$ cat config.mk
export PLATFORM = sky130hd
export DESIGN_NAME = demorgan_sweep_flat
export DESIGN_NICKNAME = d
export VERILOG_FILES = /design/src/rtl/demorgan_sweep_if.sv /design/src/rtl/demorgan_sweep.sv /design/src/flat_wrapper.sv
export SDC_FILE = /design/constraint.sdc
export NUM_CORES = 1
export LEC_CHECK = 0
export BUFFER_PORTS_ARGS = -buffer_cell sky130_fd_sc_hd__buf_4
export CORE_MARGIN = 2
export CORE_UTILIZATION = 50
export CTS_CLUSTER_SIZE = 10
export DETAILED_ROUTE_END_ITERATION = 7
export PLACE_DENSITY = 0.75
export SYNTH_ARGS = -nofsm -noshare
export SYNTH_HDL_FRONTEND = slang
export SYNTH_SLANG_ARGS = --single-unit
$ cat constraint.sdc
create_clock -name clk -period 1.84 [get_ports clk]
set_input_delay 0.092 -clock clk [delete_from_list [all_inputs] [get_ports clk]]
set_output_delay 0.092 -clock clk [all_outputs]
set_load 0.01 [all_outputs]
$ cat src/rtl/demorgan_sweep_if.sv
// Control/result bundle for demorgan_sweep: the bench or host drives the
// request side (master); the sweep engine drives the results (slave).
interface demorgan_sweep_if #(
  parameter int WIDTH = 4
);
  logic             start;
  logic [1:0]       mode;
  logic             fault_en;
  logic [WIDTH-1:0] fault_vec;
  logic             busy;
  logic             done;
  logic [WIDTH-1:0] vec;
  logic             mismatch;
  logic [WIDTH:0]   err_count;
  logic             pass;

  modport master (
    output start, mode, fault_en, fault_vec,
    input  busy, done, vec, mismatch, err_count, pass
  );

  modport slave (
    input  start, mode, fault_en, fault_vec,
    output busy, done, vec, mismatch, err_count, pass
  );
endinterface

$ cat src/rtl/demorgan_sweep.sv
// Sequential De Morgan verifier: sweeps all 2^WIDTH input vectors, checks the
// selected AND/OR identity on each one and counts failing vectors.
module demorgan_sweep #(
  parameter int WIDTH = 4
) (
  input  logic             clk,
  input  logic             reset,
  demorgan_sweep_if.slave  bus
);

  typedef enum logic [1:0] {
    IDLE = 2'd0,
    RUN  = 2'd1,
    DONE = 2'd2
  } state_t;

  localparam logic [WIDTH-1:0] LAST_VEC = '1;

  state_t           state;
  logic [1:0]       mode_q;
  logic             fault_en_q;
  logic [WIDTH-1:0] fault_vec_q;
  logic             busy_q;
  logic             done_q;
  logic [WIDTH-1:0] vec_q;
  logic             mismatch_q;
  logic [WIDTH:0]   err_count_q;

  logic inject;
  logic lhs_a, rhs_a, lhs_o, rhs_o;
  logic fail_a, fail_o, vec_fail;

  // Both sides of each law are evaluated on the live vector; the injected
  // fault flips only the right-hand terms so the pair is forced to disagree.
  assign inject = fault_en_q && (vec_q == fault_vec_q);
  assign lhs_a  = ~&vec_q;
  assign rhs_a  = (|(~vec_q)) ^ inject;
  assign lhs_o  = ~|vec_q;
  assign rhs_o  = (&(~vec_q)) ^ inject;
  assign fail_a = lhs_a != rhs_a;
  assign fail_o = lhs_o != rhs_o;

  always_comb begin
    vec_fail = 1'b0;
    if (mode_q[1])      vec_fail = fail_a | fail_o;
    else if (mode_q[0]) vec_fail = fail_o;
    else                vec_fail = fail_a;
  end

  // NOTE: every state register is assigned with <= so all of them update
  // from the same pre-edge values; the reset branch covers all of them.
  always_ff @(posedge clk) begin
    if (reset) begin
      state       <= IDLE;
      mode_q      <= 2'b00;
      fault_en_q  <= 1'b0;
      fault_vec_q <= '0;
      busy_q      <= 1'b0;
      done_q      <= 1'b0;
      vec_q       <= '0;
      mismatch_q  <= 1'b0;
      err_count_q <= '0;
    end else begin
      case (state)
        IDLE: begin
          done_q <= 1'b0;
          if (bus.start) begin
            mode_q      <= bus.mode;
            fault_en_q  <= bus.fault_en;
            fault_vec_q <= bus.fault_vec;
            err_count_q <= '0;
            mismatch_q  <= 1'b0;
            vec_q       <= '0;
            busy_q      <= 1'b1;
            state       <= RUN;
          end
        end
        RUN: begin
          mismatch_q <= vec_fail;
          if (vec_fail) err_count_q <= err_count_q + 1'b1;
          if (vec_q == LAST_VEC) begin
            busy_q <= 1'b0;
            done_q <= 1'b1;
            state  <= DONE;
          end else begin
            vec_q <= vec_q + 1'b1;
          end
        end
        DONE: begin
          // The last vector's mismatch is visible during DONE, then dropped.
          done_q     <= 1'b0;
          mismatch_q <= 1'b0;
          state      <= IDLE;
        end
        default: begin
          busy_q <= 1'b0;
          done_q <= 1'b0;
          state  <= IDLE;
        end
      endcase
    end
  end

  assign bus.busy      = busy_q;
  assign bus.done      = done_q;
  assign bus.vec       = vec_q;
  assign bus.mismatch  = mismatch_q;
  assign bus.err_count = err_count_q;
  assign bus.pass      = (err_count_q == '0);

endmodule

$ cat src/flat_wrapper.sv
// flat-port wrapper written by rule: the top's interface ports become plain ports
module demorgan_sweep_flat 
#(
  parameter int WIDTH = 4
)
  (clk, reset, bus_start, bus_mode, bus_fault_en, bus_fault_vec, bus_busy, bus_done, bus_vec, bus_mismatch, bus_err_count, bus_pass);
  demorgan_sweep_if #(.WIDTH(WIDTH)) bus_i ();
  input  logic clk;
  input  logic reset;
  input wire logic [$bits(bus_i.start)-1:0] bus_start;
  input wire logic [$bits(bus_i.mode)-1:0] bus_mode;
  input wire logic [$bits(bus_i.fault_en)-1:0] bus_fault_en;
  input wire logic [$bits(bus_i.fault_vec)-1:0] bus_fault_vec;
  output wire logic [$bits(bus_i.busy)-1:0] bus_busy;
  output wire logic [$bits(bus_i.done)-1:0] bus_done;
  output wire logic [$bits(bus_i.vec)-1:0] bus_vec;
  output wire logic [$bits(bus_i.mismatch)-1:0] bus_mismatch;
  output wire logic [$bits(bus_i.err_count)-1:0] bus_err_count;
  output wire logic [$bits(bus_i.pass)-1:0] bus_pass;
  assign bus_i.start = bus_start;
  assign bus_i.mode = bus_mode;
  assign bus_i.fault_en = bus_fault_en;
  assign bus_i.fault_vec = bus_fault_vec;
  assign bus_busy = bus_i.busy;
  assign bus_done = bus_i.done;
  assign bus_vec = bus_i.vec;
  assign bus_mismatch = bus_i.mismatch;
  assign bus_err_count = bus_i.err_count;
  assign bus_pass = bus_i.pass;
  demorgan_sweep #(.WIDTH(WIDTH)) u_core (.clk(clk), .reset(reset), .bus(bus_i));
endmodule
## Word level (Yosys, flattened, before mapping)

Index checks and enable logic that the tools add are counted.
Widths: inputs -> output; s select.

- Bits in registers: 21
- Bits in latches: 0
- Memory bits (writable): 0
- ROM bits: 0
- Bits of input ports: 10
- Output and inout bits: 13
- Logic and storage cells: 61
- Memories kept: 0

- $add $sub $neg: 2
- Multipliers: 0
- Divide/modulo/power cells: 0
- Magnitude comparators: 0
- Equality and inequality tests: 10
- Shifts and indexed selects: 0
- Mux-type cells: 16
- Bitwise logic cells: 6
- Reduce and logical (&&, ||, !) cells: 18

Operator list:

| cell | count |
|---|---|
| $mux 5 | 2 |
| $pmux 5 s2 | 1 |
| $reduce_and 3->1 | 3 |
| $mux 4 | 2 |
| $pmux 4 s2 | 1 |
| $reduce_and 4->1 | 2 |
| $reduce_or 4->1 | 2 |
| $pmux 1 s3 | 2 |
| $reduce_and 2->1 | 3 |
| $add 5x1->5 const B | 1 |
| $logic_not 5->1 | 1 |
| $mux 1 | 5 |
| $add 4x1->4 const B | 1 |
| $eq 4x4->1 | 1 |
| $eq 4x4->1 const B | 1 |
| $mux 2 | 2 |
| $ne 2x1->1 const B | 2 |
| $ne 2x2->1 const B | 2 |
| $not 4->4 | 1 |
| $pmux 2 s2 | 1 |
| $reduce_bool 3->1 | 1 |
| $eq 2x1->1 const B | 1 |
| $eq 2x2->1 const B | 1 |
| $logic_not 1->1 | 2 |
| 8 further kinds | 11 |

## Depth between registers and ports, before layout

Gate-level depths: netlist (run 1).

- Word-level depth: 8
- Gate-level depth with buffers: 6

## Worst setup path before layout (run 1)

No wires, ideal clock.

- Path kind: flip-flop to flip-flop
- Start: register u_core.vec_q[0], in the netlist u_core.bus.vec[0]
- End: register u_core.vec_q[2], in the netlist u_core.bus.vec[2]
- Arrival: 1.448 ns
- Required time: 1.762 ns
- Path slack: 0.315 ns
- Stages on the path, launching flop included: 6
- Path buffers: 0
- Path through: dfxtp_1 > ha_1 > and3_4 > a2111o_1 > xor2_1 > nor3_1

- Word-level cells in the longest chain between the ends: 3

RTL lines:

| element | line | source |
|---|---|---|
| start: declaration | demorgan_sweep.sv:25 | `logic [WIDTH-1:0] vec_q;` |
| start signal: assignment | demorgan_sweep.sv:86 | `vec_q <= vec_q + 1'b1;` |
| $add 4x1->4 or $eq 4x4->1 (tied branches) | demorgan_sweep.sv:86, demorgan_sweep.sv:81 |  |
| $mux 4 or $ne 2x2->1 (tied branches) | - |  |
| $pmux 4 s2 or $reduce_and 3->1 (tied branches) | - |  |

Several ways; a longest one is shown, not always the timed one. The select of a mux whose other input is x is not followed.
A chain may end at the register's enable or synchronous reset.

## Final worst setup path (run 1)

Same ends and word-level chain as after synthesis.

==> impl_metrics.toml, run 1 <==
[synthesis]
syn-num-nets = 122
yosysTopAreaCell = "dfxtp_1"
synth_warnings = 0
synth_area_leaders = "dfxtp_1 (40%), nand3_1 (6.4%), a21oi_1 (4.3%)"
synthFlopType = "dfxtp_1"
synth_edf_count = 0
synth.most_common_cell = "dfxtp_1"
synth.cell_area_um2 = 940
ys_ff_latch = 19
synthTopCellsByCount = "dfxtp_1 (19), nand3_1 (12), nand2_1 (10)"
synth_cells = 109
yosysTopAreaCellShare_pct = 40.5
ys_seq_area_share_pct = 40.5
synth_cell_types = 29
async_flop_share_pct = 0
avgSynthCellArea_um2 = 8.62

[timing]
max_freq_mhz = 625
final.min_clock_period_ns = 1.60
tightest_slew_ns = 0.480
setup-violations-final = 0
max_slew_margin_pct = 67.9
fin_crit_sh_pct = 86.9
finClkSkew_ns = 0.00345
final_hold_viol_count = 0
setup-tns-final_ns = 0
rsz0062_at_grt = "false"
drv_slew = 0

[power]
peakVddDrop_uv = 465
leakage_nw = 0.426
finalPower_uw = 748
power.density_nw_per_um2 = 671

[detailed_routing]
wl_per_cell_um = 12.7
drt-vias-per-instance = 5.58
drt_iter0_drc = 11
drcViolationCount = 0
drtAntennaViolNets = 0
drt-total-wl_um = 1920
dr.pass1.iters = 4
vias = 843

[global_route]
grtUsageTotal_pct = 19.2
grt_overflow = 0
grt_pass1_vias = 711
grt_antenna_before_repair = 0
grt_max_degree = 20
grt_pass1_wl_um = 3110

[floorplanning]
io_pins = 23
row_count = 15
start_util_pct = 53.8
dieArea_um2 = 2240
core-area_um2 = 1750
die_w_um = 47.4
dieHeight_um = 47.4

[critical_path]
worstPathRequired_ns = 2.06
crit_type = "flop to flop"
start_kind = "flop"
critPathArrivalTime_ns = 1.82
crit_path_end_kind = "flop"
critPathMaxFanout = 6
rr_worst_depth = 5

[layout]
drive_gt1_share_pct = 23.0
multiInputGateArea_um2 = 510
area_delta_synth_final_pct = 18.6
antenna_cells = 0
register_area_um2 = 380
final_nets = 140
utilization_pct = 63.9
nFillCells = 166

[run_status]
status = "finished clean"

[place]
gp_congestion = 0.845
dp_hpwl_um = 1400
port_buffers = 20

[clock_network]
clock_path_buffers = 2
root_buffer = "clkbuf_4"
cts_tree = "built"
post_cts_buffers = 0
cts.sinks = 19
path_clk_slew_ns = 0.11
htree_levels = 1
cts_resized = 0
numCtsBuffers = 3
clock_latency_ns = 0.29
postCtsHoldBufs = 0

[min_path]
hold_path_class = "input port to flop"
whs_path_depth = 3

[run]
drv_cap = 0
[path summary, 6_finish.rpt]
path,start,to,slack (ns)
worst max-delay path,u_core.bus.vec[0],u_core.bus.vec[2],0.24
worst min register to register,u_core.fault_vec_q[2],u_core.fault_vec_q[2],0.47
worst max register to register,u_core.bus.vec[0],u_core.bus.vec[2],0.24
worst min-delay path,bus_fault_vec[3],u_core.fault_vec_q[3],0.04
[area by class of cell]
type                       instances  area share (%)
multi-input combinational         79            45.8
clock inverter                     1           0.449
timing repair buffer              20            13.5
inverter                           4            1.35
clock buffer                       3            2.02
tap                               25            2.81
sequential                        19            34.1
[metal layers]
layer | up-vias | routed length (um) | track usage, %
li1 | 427 | - | -
met1 | 388 | 877 | 26.6
met2 | 26 | 925 | 30.8
met3 | 2 | 108 | 3.46
met4 | 0 | 11 | 4.44
met5 | - | 0 | 0
[cells by family (layout without fill, tap and decap cells)]
family                   Yosys count  after routing  share of synthesized area [%]
buffers and inverters             11             28                           5.19
flip-flops                        19             19                           40.5
AND/OR/NAND/NOR                   46             46                           26.4
multiplexers                       1              1                           1.20
AO/OA/AOI/OAI                     23             23                           17.2
XOR/XNOR                           6              6                           5.59
adder cells (fa/ha/maj)            3              3                           4.00
[stage by stage]
step           area, um^2  instances  worst slack [ns]  hold slack (ns)
2_1_floorplan         940        109             0.315            0.171
3_3_place_gp         1090        147             0.289            0.340
3_5_place_dp         1090        147             0.254            0.353
4_1_cts              1110        151             0.245           0.0304
5_1_grt              1110        151            0.0864           0.0264
6_report             1110        151             0.241           0.0361
[cells in the final DEF, fill, tap and decap left out, types with 2 or more instances in the layout]
cell type	synthesis	routed
nand3b_1	2	2
nor2_1	7	7
ha_1	3	3
nor3_1	7	7
nand3_1	12	12
buf_4	1	20
a2111o_1	2	2
clkbuf_4	0	3
dfxtp_1	19	19
inv_1	4	4
o211ai_1	5	5
a21oi_1	8	8
nand2_1	10	10
a22oi_1	2	2
xor2_1	2	2
xnor2_1	4	4
a31oi_1	3	3
and3_1	2	2
[report_power, final]
part,internal [mW],switching [mW],leakage [nW],total (mW)
Sequential,0.424,0.0137,0.155,0.438
Clock,0.0807,0.128,0.0177,0.209
Combinational,0.0434,0.0574,0.253,0.101
[worst max-delay path: stages, from the launching register on]
cell and delay [ns]:
dfxtp_1 0.39, ha_1 0.25, and3_4 0.21, a2111o_1 0.42, xor2_1 0.15, nor3_1 0.12
[registers in the layout, indices dropped and copies added, names as in the netlist]
signal                flops
u_core.bus.busy           1
u_core.bus.done           1
u_core.bus.err_count      5
u_core.bus.mismatch       1
u_core.bus.vec            4
u_core.fault_en_q         1
u_core.fault_vec_q        4
u_core.state              2
Power figures use the tool's default switching activity.
==> run 2: changes to the inputs <==
==> constraint.sdc (replaced) <==
create_clock -name clk -period 1.84 [get_ports clk]
set_input_delay 0.368 -clock clk [delete_from_list [all_inputs] [get_ports clk]]
set_output_delay 0.368 -clock clk [all_outputs]
set_load 0.01 [all_outputs]
==> run 2 against run 1 <==
Against the previous run:
- critical path depth decreased by 1
- final area decreased by 0.11%
- worst setup slack got worse by 0.10 ns
- core utilization decreased by 0.072 points
- die area unchanged
- sequential share of layout area about the same
- register-to-register slack about the same
- sequential cell count unchanged
- worst hold slack improved by 0.28 ns
- clock skew decreased by 0.0012 ns
- sequential power about the same
- largest cell class unchanged
- largest power group unchanged
==> impl_metrics.toml, run 2 (same netlist as run 1, synthesis figures left out) <==
[timing]
fin_crit_sh_pct = 92.6
finClkSkew_ns = 0.00225
setup-tns-final_ns = 0
final.min_clock_period_ns = 1.70
final_hold_viol_count = 0
setup-violations-final = 0
max_freq_mhz = 587
drv_slew = 0
max_slew_margin_pct = 69.6
tightest_slew_ns = 0.455
rsz0062_at_grt = "false"

[clock_network]
clock_path_buffers = 2
cts.sinks = 19
numCtsBuffers = 3
path_clk_slew_ns = 0.10
clock_latency_ns = 0.29
htree_levels = 1
cts_resized = 0
post_cts_buffers = 0
root_buffer = "clkbuf_4"
postCtsHoldBufs = 0
cts_tree = "built"

[layout]
largest_register_ffs = 5
nFillCells = 169
antenna_cells = 0
final_common_cell = "buf_4"
final_cell_mix = "buf_4 (20), dfxtp_1 (19), nand3_1 (12)"
final_nets = 140
fin_area_um2 = 1110
drive_gt1_share_pct = 22.2
area_delta_synth_final_pct = 18.5

[min_path]
hold_path_class = "input port to flop"
hold_path.startpoint = "bus_fault_vec[3]"

[detailed_routing]
drt-total-wl_um = 1990
vias = 847
drt-vias-per-instance = 5.61
drcViolationCount = 0
dr.pass1.iters = 4
wl_per_cell_um = 13.2
drtAntennaViolNets = 0
drt_iter0_drc = 16

[place]
gp_congestion = 0.856
port_buffers = 20
place_area_um2 = 1090
dp_hpwl_um = 1410

[critical_path]
worstPathRequired_ns = 1.47
crit_path_end_kind = "primary output"
startpoint = "u_core.bus.err_count[0]"
critPathMaxFanout = 5
crit_type = "flop to primary output"
start_kind = "flop"
regToRegStartpoint = "u_core.bus.vec[0]"
critPathArrivalTime_ns = 1.34

[floorplanning]
dieArea_um2 = 2240
core-area_um2 = 1750
dieHeight_um = 47.4
io_pins = 23
row_count = 15
start_util_pct = 53.8
die_w_um = 47.4

[power]
power.density_nw_per_um2 = 671
finalPower_uw = 748
peakVddDrop_uv = 439
leakage_nw = 0.423

[global_route]
grt_pass1_wl_um = 3270
grt_pass1_vias = 740
grt_max_degree = 20
grtUsageTotal_pct = 20.6
grt_overflow = 0
grt_antenna_before_repair = 0

[run_status]
status = "finished clean"

[run]
drv_cap = 0
## run 2: changes by cell type in the layout (fill, tap and decap cells not counted)
cell | previous run | this run
clkinv_2 | 1 | 0
clkbuf_1 | 0 | 1
## run 2: final timing paths
check	end	slack (ns)	depth (start not counted)
hold / removal	u_core.fault_vec_q[3]	0.31	3
hold reg to reg	u_core.fault_vec_q[0]	0.47	2
setup / recovery	bus_pass	0.14	4
setup reg to reg	u_core.bus.vec[2]	0.23	5
## run 2: final cells by class
type                       instances  area [um^2]  share of cell area (%)
inverter                           4         15.0                    1.35
sequential                        19          380                    34.2
clock buffer                       4         26.3                    2.36
timing repair buffer              20          150                    13.5
tap                               25         31.3                    2.81
multi-input combinational         79          510                    45.8
## run 2: metrics by stage
step                      setup slack [ns]  util (%)  hold WS, ns  cells
after floorplan                      0.315         -        0.445    109
after global placement               0.279      62.3        0.457    147
after detailed placement             0.261      62.3        0.461    147
after CTS                            0.133      63.8        0.307    151
after global routing                0.0143      63.8        0.312    151
final                                0.136      63.8        0.311    151
## run 2: power breakdown
part           internal (mW)  switching [mW]
Clock                 0.0843           0.124
Combinational         0.0434          0.0583
Sequential             0.424          0.0140
Total                  0.552           0.196
## run 2: layer usage
| metal | vias to the layer above | track usage, % | share of wire, % | wire length, um |
|---|---|---|---|---|
| li1 | 427 | - | - | - |
| met2 | 23 | 33.0 | 46 | 909 |
| met5 | - | 0 | 0 | 0 |
| met1 | 393 | 27.0 | 48 | 946 |
| met3 | 4 | 3.85 | 5.4 | 108 |
| met4 | 0 | 8.89 | 1.4 | 27 |
## run 2: worst max-delay path, cell delays in order (launching register included)
cell	delay, ns
dfxtp_1	0.37
inv_1	0.09
ha_1	0.14
nor4b_1	0.26
buf_4	0.18
